### src/rtl/divider_pkg.sv
// Shared FSM encodings for the constant-time divider and its companion testers.
package divider_pkg;

  typedef enum logic [1:0] {
    IDLE = 2'd0,
    RUN  = 2'd1,
    DONE = 2'd2
  } state_e;

endpackage

### src/rtl/divider_restore_step.sv
// One restoring-division iteration: shift in a dividend bit, trial-subtract, select.
module divider_restore_step #(
  parameter int WIDTH = 4
) (
  input  logic [WIDTH:0]   rem_i,
  input  logic             bit_i,
  input  logic [WIDTH-1:0] divisor_i,
  output logic [WIDTH:0]   rem_o,
  output logic             q_bit_o
);

  logic [WIDTH:0]   shifted;
  logic [WIDTH+1:0] diff;

  always_comb begin
    shifted = {rem_i[WIDTH-1:0], bit_i};
    // One extra bit so the sign of the trial subtraction is never lost.
    diff    = {1'b0, shifted} - {2'b00, divisor_i};
    q_bit_o = ~diff[WIDTH+1];
    rem_o   = q_bit_o ? diff[WIDTH:0] : shifted;
  end

endmodule

### src/rtl/divider_const_time.sv
// Constant-time restoring divider: WIDTH steps in RUN, then one DONE cycle, regardless of operands.
module divider_const_time
  import divider_pkg::*;
#(
  parameter int WIDTH = 4
) (
  input  logic             clk,
  input  logic             rst,
  input  logic             start,
  input  logic [WIDTH-1:0] dividend,
  input  logic [WIDTH-1:0] divisor,
  output logic [WIDTH-1:0] quotient,
  output logic [WIDTH-1:0] remainder,
  output logic             quotientDone,
  output logic             busy,
  output logic             divByZero
);

  localparam int CW = (WIDTH > 2) ? $clog2(WIDTH) : 1;

  state_e           state_q;
  logic [CW-1:0]    cnt_q;
  logic [WIDTH:0]   rem_q;
  logic [WIDTH-1:0] dvd_q;
  logic [WIDTH-1:0] dsr_q;
  logic [WIDTH-1:0] quotient_q;
  logic [WIDTH-1:0] remainder_q;
  logic             dbz_q;
  logic             done_q;
  logic             busy_q;

  logic [WIDTH:0]   rem_d;
  logic             q_bit;
  logic [WIDTH-1:0] dvd_d;

  divider_restore_step #(.WIDTH(WIDTH)) u_step (
    .rem_i     (rem_q),
    .bit_i     (dvd_q[WIDTH-1]),
    .divisor_i (dsr_q),
    .rem_o     (rem_d),
    .q_bit_o   (q_bit)
  );

  // Dividend bits leave at the top while quotient bits enter at the bottom.
  assign dvd_d = {dvd_q[WIDTH-2:0], q_bit};

  always_ff @(posedge clk) begin
    if (rst) begin
      state_q     <= IDLE;
      cnt_q       <= '0;
      rem_q       <= '0;
      dvd_q       <= '0;
      dsr_q       <= '0;
      quotient_q  <= '0;
      remainder_q <= '0;
      dbz_q       <= 1'b0;
      done_q      <= 1'b0;
      busy_q      <= 1'b0;
    end else begin
      done_q <= 1'b0;
      case (state_q)
        IDLE: begin
          if (start) begin
            state_q <= RUN;
            busy_q  <= 1'b1;
            dvd_q   <= dividend;
            dsr_q   <= divisor;
            rem_q   <= '0;
            cnt_q   <= CW'(WIDTH - 1);
          end
        end
        RUN: begin
          rem_q <= rem_d;
          dvd_q <= dvd_d;
          cnt_q <= cnt_q - 1'b1;
          if (cnt_q == '0) begin
            state_q     <= DONE;
            quotient_q  <= dvd_d;
            remainder_q <= rem_d[WIDTH-1:0];
            dbz_q       <= (dsr_q == '0);
          end
        end
        DONE: begin
          state_q <= IDLE;
          busy_q  <= 1'b0;
          done_q  <= 1'b1;
        end
        default: state_q <= IDLE;
      endcase
    end
  end

  assign quotient     = quotient_q;
  assign remainder    = remainder_q;
  assign quotientDone = done_q;
  assign busy         = busy_q;
  assign divByZero    = dbz_q;

endmodule

### config.mk
export PLATFORM = sky130hd
export DESIGN_NAME = divider_const_time
export DESIGN_NICKNAME = d
export VERILOG_FILES = /design/src/rtl/divider_pkg.sv /design/src/rtl/divider_restore_step.sv /design/src/rtl/divider_const_time.sv
export SDC_FILE = /design/constraint.sdc
export NUM_CORES = 1
export LEC_CHECK = 0
export CORE_MARGIN = 2
export CORE_UTILIZATION = 40
export CTS_CLUSTER_DIAMETER = 120
export CTS_CLUSTER_SIZE = 30
export DETAILED_ROUTE_END_ITERATION = 7
export PLACE_DENSITY = 0.7
export SLEW_MARGIN = 20
export SYNTH_ARGS = -nofsm -noshare
export SYNTH_HDL_FRONTEND = slang
export SYNTH_SLANG_ARGS = --single-unit
### constraint.sdc
create_clock -name clk -period 1.87 [get_ports clk]
set_clock_uncertainty 0.15 [all_clocks]
set_input_delay 0.374 -clock clk [delete_from_list [all_inputs] [get_ports clk]]
set_output_delay 0.374 -clock clk [all_outputs]
set_load 0.02 [all_outputs]
==> out/qor.yml <==
status: "complete, no violations"
combinationalPowerShare_pct: 33.6
number_of_cells_on_the_worst_hold_path: 2
holdPathEnd: "quotient[1]$_SDFFE_PP0P_"
power-per-cell-area_nw_per_um2: 812
cellInternalPower_mw: 0.926
initialDrtViolationCount: 35
initial_cell_density_of_the_core_pct: 41.6
leakage_nw: 0.642
diodes: 0
finish.utilization_pct: 55.6
critPathSlowestCell: "sky130_fd_sc_hd__clkdlybuf4s50_1"
synthMostInstantiatedCell: "sky130_fd_sc_hd__dfxtp_1"
grt_start_max_net_pins: 24
yosys.cell_types.count: 39
htree_num_levels: 1
detailed_place_hpwl_um: 2110
synth_top_area_cell: "sky130_fd_sc_hd__dfxtp_1"
synth_nets: 158
tritoncts_num_sinks: 27
fp.dieArea_sq_um: 3590
detail_route.drc_violations: 0
grt_setup_unrepaired: "false"
place_worst_setup_slack_ns: -0.0692
synthesis.area_per_instance_sq_um: 8.86
tightest_slew_ns: 0.451
p_switching_mw: 0.430
portBuffers: 21
critPathRequiredTime_ns: 1.35
critical-path-max-stage-delay_ns: 0.60
synth_commonest_cells: "sky130_fd_sc_hd__dfxtp_1 (27), sky130_fd_sc_hd__nor2_1 (20), sky130_fd_sc_hd__nand2_1 (15), sky130_fd_sc_hd__a21oi_1 (10), sky130_fd_sc_hd__inv_1 (8)"
drt_first_pass_iters: 4
area_growth_syn_to_layout_pct: 33.5
postLayoutSetupSlackWorst_ns: 0.0644
yosys-top-cells-area: "sky130_fd_sc_hd__dfxtp_1 (43%), sky130_fd_sc_hd__nor2_1 (6.0%), sky130_fd_sc_hd__ha_1 (5.0%)"
clock_insertion_delay_at_the_later_pin_of_the_skew_report_ns: 0.32
critical_path.endpoint_type: "output pin"
timing.critical_path.arrival_ns: 1.28
worstPathBufferInverterCount: 1
placedInstanceArea_sq_um: 1550
yosys.area.top_type_share_pct: 43.2
io-pin-count: 22
power.share.clock_pct: 18.0
critical_path.reg2reg.startpoint: "rem_q[1]$_SDFFE_PP0P_"
seq_area_frac_synth_pct: 43.2
grt_antenna_before_repair: 0
globalRouteTotalUtil_pct: 17.3
power_switching_share_pct: 31.7
placement_rows: 20
num-fill-cells: 262
wire_per_inst_um: 14.3
antenna_violating_nets_post_route: 0
vias_in_the_first_global_route: 1097
post-route-min-period_ns: 1.81
finalSetupViolations: 0
vias_per_cell: 5.48
min_from: "quotient[1]$_SDFFE_PP0P_"
clkSlewWorstSetupHoldPaths_ns: 0.14
setup_total_negative_slack_ns: 0
gpl.final_weighted_congestion: 0.852
min_delay_worst_type: "register to register"
max_slew_margin_pct: 69.5
report.final.slew_viol_count: 0
synth_flop_cell: "sky130_fd_sc_hd__dfxtp_1"
maxClockFrequency_ghz: 0.554
layout-drive-gt1-share_pct: 19.9
syn_area_sq_um: 1250
maximum_root_to_sink_buffer_count: 2
synth_async_sr_flop_share_pct: 0
area_of_the_placeable_core_sq_um: 3000
finalPower_mw: 1.36
power.share.sequential_pct: 48.4
synth_seq_cells: 27
timing.reg2reg.setup_slack_ns: 0.07
worst-path-max-fanout: 2
cts_tree: "yes"
cts_inserted_buffers: 3
post-route-cell-area_sq_um: 1670
ff2ff_path_depth: 5
period_share_pct: 96.6
die_y_um: 59.9
max_cap_violations: 0
timing.critical_path.from_type: "register"
clock_tree.root_cell: "sky130_fd_sc_hd__clkbuf_4"
layout.nets: 189
timing.final.hold_violations: 0
largest_delay_contributor_family_on_the_critical_path: "buffers and inverters"
dr_total_vias: 1117
cells_after_synthesis: 141
die_w_um: 59.9
setup.worst_path.class: "register to output pin"
worstReg2RegEnd: "remainder[1]$_SDFFE_PP0P_"
synth.yosys.warnings: 0
grt_pass1_wl_um: 4710
routed_wirelength_um: 2920
ir_worst_vdd_mv: 0.323
grt_remaining_overflow: 0
crit_path_cell_chain: "clkdlybuf4s50_1"
synth_enable_flop_cells: 0
==> metrics by stage <==
stage | hold slack (ns) | instances
after floorplan | 0.290 | 141
after global placement | 0.295 | 197
after detailed placement | 0.297 | 197
after CTS | 0.319 | 204
after global routing | 0.335 | 204
final | 0.315 | 204
==> worst max-delay path by stage <==
stage	from	endpoint	slack (ns)	cells after the start
final	remainder[3]$_SDFFE_PP0P_	remainder[3]	0.06	1
after global routing	busy$_SDFFE_PP0P_	busy	0.00002	1
after CTS	dsr_q[1]$_SDFFE_PP0P_	rem_q[2]$_SDFFE_PP0P_	0.03	7
after detailed placement	rem_q[0]$_SDFFE_PP0P_	remainder[1]$_SDFFE_PP0P_	-0.07	5
after global placement	start	dvd_q[0]$_SDFFE_PP0P_	-0.002	6
after floorplan	dsr_q[1]$_SDFFE_PP0P_	remainder[0]$_SDFFE_PP0P_	0.13	6
==> placed cells by master (no fill, tap or decap), drive strengths merged <==
cell type and count:
a211oi 6, a21oi 10, a22oi 1, a311oi 1, a32o 2, and2b 1, and3b 1, buf 10
clkbuf 4, clkdlybuf4s50 20, clkinv 1, dfxtp 27, dlymetal6s2s 1, fa 1, ha 5, inv 8
mux2i 3, nand2 15, nand2b 2, nand3 2, nand3b 1, nand4 1, nor2 21, nor2b 3
nor3 6, nor3b 1, nor4 1, nor4b 1, o211ai 1, o21ai 5, o311a 1, o311ai 1
o31ai 4, or2 2, xor2 1
==> power by group through the flow <==
stage | Clock [mW] | Sequential [mW] | Combinational (mW)
after detailed placement | 0 | 0.670 | 0.386
after floorplan | 0 | 0.680 | 0.241
final | 0.244 | 0.656 | 0.456
after global placement | 0 | 0.668 | 0.374
after global routing | 0.281 | 0.662 | 0.504
after CTS | 0.252 | 0.655 | 0.426
==> layer usage <==
| metal | wire length (um) | vias to the layer above | global-route usage [%] |
|---|---|---|---|
| li1 | - | 556 | - |
| met1 | 1220 | 526 | 20.3 |
| met2 | 1530 | 29 | 31.5 |
| met3 | 118 | 6 | 2.60 |
| met4 | 44 | 0 | 6.03 |
| met5 | 0 | - | 0 |
==> sequential cells by signal, summed over array words and instances, names as in the netlist <==
| register | cells |
|---|---|
| quotientDone | 1 |
| dsr_q | 4 |
| busy | 1 |
| dvd_q | 4 |
| divByZero | 1 |
| quotient | 4 |
| remainder | 4 |
| cnt_q | 2 |
| rem_q | 4 |
| state_q | 2 |
==> cells by family after synthesis <==
| kind of cell | count (synthesis) | synth area share, % |
|---|---|---|
| AOI/OAI and AO/OA | 32 | 18.4 |
| xor gates and xnor gates | 1 | 0.701 |
| adders and majority gates | 6 | 6.61 |
| buffers and inverters | 14 | 5.01 |
| DFF | 27 | 43.2 |
| muxes | 3 | 2.40 |
| and+or+nand+nor | 58 | 23.6 |
==> area by class of cell <==
| class | count | area (sq um) | area share, % |
|---|---|---|---|
| Clock buffer | 4 | 26.3 | 1.57 |
| Inverter | 9 | 33.8 | 2.02 |
| Multi-Input combinational cell | 100 | 708 | 42.4 |
| Sequential cell | 27 | 547 | 32.8 |
| Tap cell | 33 | 41.3 | 2.47 |
| Timing Repair Buffer | 31 | 313 | 18.7 |
==> repair_timing <==
item / in CTS / in global routing
gates resized for setup: 8 / 7
pin swaps: 2 / 3
setup endpoints to repair: 7 / 6
hold buffers: 0 / 0
setup buffers: 3 / 0
Power figures use the tool's default switching activity.
